--- config.mk ---
export PLATFORM = sky130hd
export DESIGN_NAME = pipeline_ctrl
export DESIGN_NICKNAME = d
export VERILOG_FILES = /design/src/rtl/pipeline_ctrl_pkg.sv /design/src/rtl/pipeline_ctrl_sat_counter.sv /design/src/rtl/pipeline_ctrl.sv
export SDC_FILE = /design/constraint.sdc
export NUM_CORES = 1
export LEC_CHECK = 0
export CAP_MARGIN = 20
export CORE_MARGIN = 2
export CORE_UTILIZATION = 51
export CTS_BUF_LIST = sky130_fd_sc_hd__clkbuf_4 sky130_fd_sc_hd__clkbuf_8
export DETAILED_ROUTE_END_ITERATION = 10
export GPL_ROUTABILITY_DRIVEN = 0
export HOLD_SLACK_MARGIN = 0.15
export PLACE_DENSITY_LB_ADDON = 0.25
export SLEW_MARGIN = 20
export SYNTH_ARGS = -nofsm -noshare
export SYNTH_HDL_FRONTEND = slang
export SYNTH_SLANG_ARGS = --single-unit
--- constraint.sdc ---
create_clock -name clk -period 3.49 [get_ports clk]
set_input_delay 1.047 -clock clk [delete_from_list [all_inputs] [get_ports clk]]
set_output_delay 1.047 -clock clk [all_outputs]
set_load 0.05 [all_outputs]
--- src/rtl/pipeline_ctrl_pkg.sv ---
// Shared pipeline-control constants: FSM encoding, stage-bit indices and
// counter slot indices used by the controller and its bench-visible outputs.
package pipeline_ctrl_pkg;

    typedef enum logic [1:0] {
        ST_RUN    = 2'd0,
        ST_DRAIN  = 2'd1,
        ST_HALTED = 2'd2
    } state_t;

    localparam int NUM_STAGES  = 4;
    localparam int PS1         = 0;
    localparam int PS2         = 1;
    localparam int PS3         = 2;
    localparam int PS4         = 3;

    localparam int DRAIN_CNT_W = 3;

    localparam int NUM_CNT     = 2;
    localparam int CNT_STALL   = 0;
    localparam int CNT_FLUSH   = 1;

    localparam logic [NUM_STAGES-1:0] STAGES_ALL  = '1;
    localparam logic [NUM_STAGES-1:0] STAGES_NONE = '0;

endpackage

--- src/rtl/pipeline_ctrl_sat_counter.sv ---
// Event counter that sticks at all-ones instead of wrapping.
module sat_counter #(
    parameter int WIDTH = 16
) (
    input  logic             clk,
    input  logic             rst,
    input  logic             inc,
    output logic [WIDTH-1:0] count
);

    logic [WIDTH-1:0] count_reg;

    always_ff @(posedge clk) begin
        if (rst) begin
            count_reg <= '0;
        end else if (inc && (count_reg != '1)) begin
            count_reg <= count_reg + 1'b1;
        end
    end

    assign count = count_reg;

endmodule

--- src/rtl/pipeline_ctrl.sv ---
// Hazard/flush/interrupt/halt controller for a 4-register pipeline: drives PC
// and pipeline-register enables/clears, drains before taking an interrupt.
module pipeline_ctrl
    import pipeline_ctrl_pkg::*;
#(
    parameter int DRAIN_CYCLES = 3,
    parameter int CNT_BITS     = 16
) (
    input  logic                clk,
    input  logic                rst,
    input  logic                load_use_hazard,
    input  logic                branch_taken,
    input  logic                irq_req,
    input  logic                halt_wb,
    output logic                pc_en,
    output logic [3:0]          stage_en,
    output logic [3:0]          stage_clear,
    output logic                irq_take,
    output logic                halted,
    output logic [CNT_BITS-1:0] stall_cnt,
    output logic [CNT_BITS-1:0] flush_cnt
);

    localparam logic [DRAIN_CNT_W-1:0] DRAIN_LOAD = DRAIN_CNT_W'(DRAIN_CYCLES);

    state_t                 state_reg, state_next;
    logic [DRAIN_CNT_W-1:0] drain_cnt_reg, drain_cnt_next;
    logic [NUM_CNT-1:0]     cnt_inc;
    logic [CNT_BITS-1:0]    cnt_val [NUM_CNT];

    always_ff @(posedge clk) begin
        if (rst) begin
            state_reg     <= ST_RUN;
            drain_cnt_reg <= '0;
        end else begin
            state_reg     <= state_next;
            drain_cnt_reg <= drain_cnt_next;
        end
    end

    always_comb begin
        state_next     = state_reg;
        drain_cnt_next = drain_cnt_reg;
        pc_en          = 1'b0;
        stage_en       = STAGES_NONE;
        stage_clear    = STAGES_NONE;
        irq_take       = 1'b0;
        halted         = 1'b0;
        cnt_inc        = '0;

        if (rst) begin
            stage_clear = STAGES_ALL;
        end else begin
            case (state_reg)
                ST_RUN: begin
                    pc_en    = 1'b1;
                    stage_en = STAGES_ALL;
                    if (halt_wb) begin
                        state_next = ST_HALTED;
                    end else if (branch_taken) begin
                        stage_clear[PS1]   = 1'b1;
                        stage_clear[PS2]   = 1'b1;
                        cnt_inc[CNT_FLUSH] = 1'b1;
                    end else if (load_use_hazard) begin
                        // Hold the dependent instruction in PS1, send a bubble down PS2.
                        pc_en              = 1'b0;
                        stage_en[PS1]      = 1'b0;
                        stage_clear[PS2]   = 1'b1;
                        cnt_inc[CNT_STALL] = 1'b1;
                    end else if (irq_req) begin
                        state_next     = ST_DRAIN;
                        drain_cnt_next = DRAIN_LOAD;
                    end
                end
                ST_DRAIN: begin
                    stage_en         = STAGES_ALL;
                    stage_clear[PS1] = 1'b1;
                    drain_cnt_next   = drain_cnt_reg - 1'b1;
                    if (halt_wb) begin
                        state_next = ST_HALTED;
                    end else if (drain_cnt_reg == DRAIN_CNT_W'(1)) begin
                        irq_take   = 1'b1;
                        state_next = ST_RUN;
                    end
                end
                ST_HALTED: begin
                    halted = 1'b1;
                end
                default: begin
                    state_next = ST_RUN;
                end
            endcase
        end
    end

    for (genvar gi = 0; gi < NUM_CNT; gi++) begin : g_cnt
        sat_counter #(
            .WIDTH (CNT_BITS)
        ) u_cnt (
            .clk   (clk),
            .rst   (rst),
            .inc   (cnt_inc[gi]),
            .count (cnt_val[gi])
        );
    end

    assign stall_cnt = cnt_val[CNT_STALL];
    assign flush_cnt = cnt_val[CNT_FLUSH];

endmodule

==> flow_summary.json, run 1 <==
{
  "clk_latency_ns": 0.30,
  "maxSlewViolCount": 0,
  "ys_async_sr_fraction_pct": 0,
  "yosys-top-cells-count": "37 x dfxtp_1, 25 x a21oi_1, 14 x nand3_1",
  "ant_nets": 0,
  "wl_per_cell_um": 15.4,
  "nNetsFinal": 313,
  "drv_cap": 0,
  "cts_made_buffers": 5,
  "ctsResizeCount": 0,
  "power_frac_comb_pct": 14.0,
  "reg2regPathDepth": 4,
  "slowest_delay_ns": 0.54,
  "cts_tree": "done",
  "root_buffer": "clkbuf_8",
  "grt-ovfl-total": 0,
  "yosysUniqueCellTypes": 43,
  "cts_sinks": 37,
  "die_h_um": 67.5,
  "clock_power_share_pct": 41.2,
  "max_freq_mhz": 294,
  "initial_utilization_pct": 52.1,
  "hold_depth": 2,
  "rsz0062_at_grt": "false",
  "track_usage_pct": 25.7,
  "synth_most_common_cell": "dfxtp_1",
  "syn-num-nets": 258,
  "io_pins": 49,
  "vias": 2219,
  "clk_path_buf_depth": 2,
  "synth_top_cell_by_area": "dfxtp_1",
  "synthCells": 248,
  "hold_viol_final": 0,
  "finalSetupViolations": 0,
  "htreeDepth": 2,
  "crit_required_ns": 2.44,
  "synth_ff_type": "dfxtp_1",
  "avgSynthCellArea_um2": 8.28,
  "peakVddDrop_uv": 210,
  "hold_path_end": "drain_cnt_reg[0]",
  "ys_seq_elements": 37,
  "hp-start": "drain_cnt_reg[0]",
  "yosysWarnings": 0,
  "postCtsSetupBuffers": 0,
  "largest_reg_flops": 32,
  "worst_slew_pin_slew_ns": 0.967,
  "critPathLaunchType": "primary input",
  "viasPerCell": 6.27,
  "die-area_mm2": 0.00455,
  "status": "finished clean",
  "p_int_mw": 0.726,
  "worstSetupEndpointType": "primary output",
  "r2r-end": "g_cnt[0].u_cnt.count[11]",
  "synth_edf_count": 0,
  "drc_errors": 0,
  "layout_min_cycle_time_ns": 3.40,
  "slew_headroom_pct": 34.9,
  "arrival_ns": 2.35,
  "post-route-period-util_pct": 97.4,
  "p_leak_nw": 0.948,
  "dieWidth_um": 67.5,
  "grt_max_degree": 24,
  "synth_area_leaders": "dfxtp_1 36%, a21oi_1 6.1%, or4_1 4.8%",
  "diodes": 0,
  "total_power_mw": 0.968,
  "r2r_slack_ns": 1.03,
  "path_max_fanout": 4,
  "ys_seq_area_share_pct": 36.1,
  "antenna_found_initial": 0,
  "drt_first_iter_violations": 167,
  "syn2layout_area_growth_pct": 39.0,
  "wl_um": 5460,
  "numPortBuffers": 48,
  "rows": 23,
  "final.setup.tns_ns": 0,
  "p_seq_share_pct": 44.8,
  "critical_path_class": "primary input to primary output",
  "clk_pin_slew_ns": 0.07,
  "place_hpwl_um": 3670,
  "path_cells": "clkdlybuf4s50_1 -> nor2_1 -> a2111oi_2 -> buf_12",
  "r2r_start": "state_reg[1]",
  "crit_slowest_cell": "clkdlybuf4s50_1",
  "grt_pass1_wl_um": 8840,
  "swShare_pct": 25.0,
  "synth_top_area_share_pct": 36.1,
  "first_global_vias": 2009,
  "drive_gt1_share_pct": 16.1,
  "fin_skew_ns": 0.00992,
  "hp-class": "flip-flop to flip-flop",
  "synth_area_mm2": 0.00205,
  "drtPass1Iterations": 4,
  "core-area_mm2": 0.00394,
  "p_switching_mw": 0.242,
  "cts.hold.buffers_added": 0,
  "p_per_area_mw_per_mm2": 339
}
layout make-up:
cell class / count / area [um^2]
clock inverter: 1 / 30.0
sequential: 37 / 741
tap: 50 / 62.6
clock buffer: 7 / 90.1
timing repair buffer: 62 / 683
inverter: 13 / 48.8
fill: 315 / 1090
multi-input combinational: 184 / 1200
layout by cell type, fill, tap and decap left out, types with 9 or more instances in the layout:
| master | netlist | routed |
|---|---|---|
| a21oi_1 | 25 | 25 |
| buf_12 | 0 | 10 |
| buf_4 | 4 | 15 |
| clkdlybuf4s50_1 | 0 | 37 |
| dfxtp_1 | 37 | 37 |
| inv_1 | 13 | 13 |
| nand2_1 | 13 | 13 |
| nand3_1 | 14 | 14 |
| nand4_1 | 11 | 11 |
| nor2_1 | 11 | 11 |
| nor3_1 | 9 | 9 |
| o21ai_0 | 9 | 9 |
| o31ai_1 | 11 | 11 |
| or4_1 | 13 | 13 |
per-layer routing:
layer,GRT usage [%],vias up,part of all wire (%)
met3,6.83,15,6.5
met4,11.7,0,2.3
met2,43.5,81,50
met5,0,-,0
met1,30.0,1056,41
li1,-,1067,-
cell families (layout without fill, tap and decap cells):
group           after synthesis  after routing  synth area share (%)
fa+ha+maj                     4              4                  2.44
compound gates               63             63                  19.9
flops                        37             37                  36.1
buf+inv                      27             83                  6.82
simple gates                112            112                  32.0
mux                           5              5                  2.74
worst max path at each step:
stage                             from                        to  slack [ns]  cells past startpoint
final                          halt_wb                     pc_en        0.09                      4
after global routing               rst            stage_clear[0]       0.005                      5
after CTS                      halt_wb                     pc_en        0.08                      4
after detailed placement       halt_wb  g_cnt[0].u_cnt.count[11]        0.01                      5
after global placement         halt_wb  g_cnt[0].u_cnt.count[13]        0.03                      5
after floorplan           branch_taken                     pc_en         0.1                      3
worst max-delay path: cells and delay by family:
kind | cells | cell delay [ns]
buf+inv | 2 | 0.73
simple gates | 1 | 0.10
compound gates | 1 | 0.47
stage by stage:
stage          hold WS, ns  instances  util [%]  worst slack (ns)  area [um^2]
2_1_floorplan        0.447        248         -            0.0995         2080
3_3_place_gp         0.465        346      69.4            0.0340         2740
3_5_place_dp         0.471        346      69.4            0.0113         2740
4_1_cts              0.482        354      72.4            0.0754         2860
5_1_grt              0.518        354      72.4           0.00491         2860
6_report             0.482        354      72.4            0.0902         2860
power by group through the flow:
stage	clock (mW)	sequential (mW)	combinational (mW)
after floorplan	0	0.444	0.0762
after global placement	0	0.443	0.133
after detailed placement	0	0.443	0.135
after CTS	0.403	0.434	0.136
after global routing	0.421	0.435	0.144
final	0.399	0.434	0.135
Power figures use the tool's default switching activity.
==> run 2, diff against run 1 <==
- CTS_CLUSTER_DIAMETER: default -> 120
==> results of run 2 <==
Final layout, timing and power as in run 1 (identical DEF).
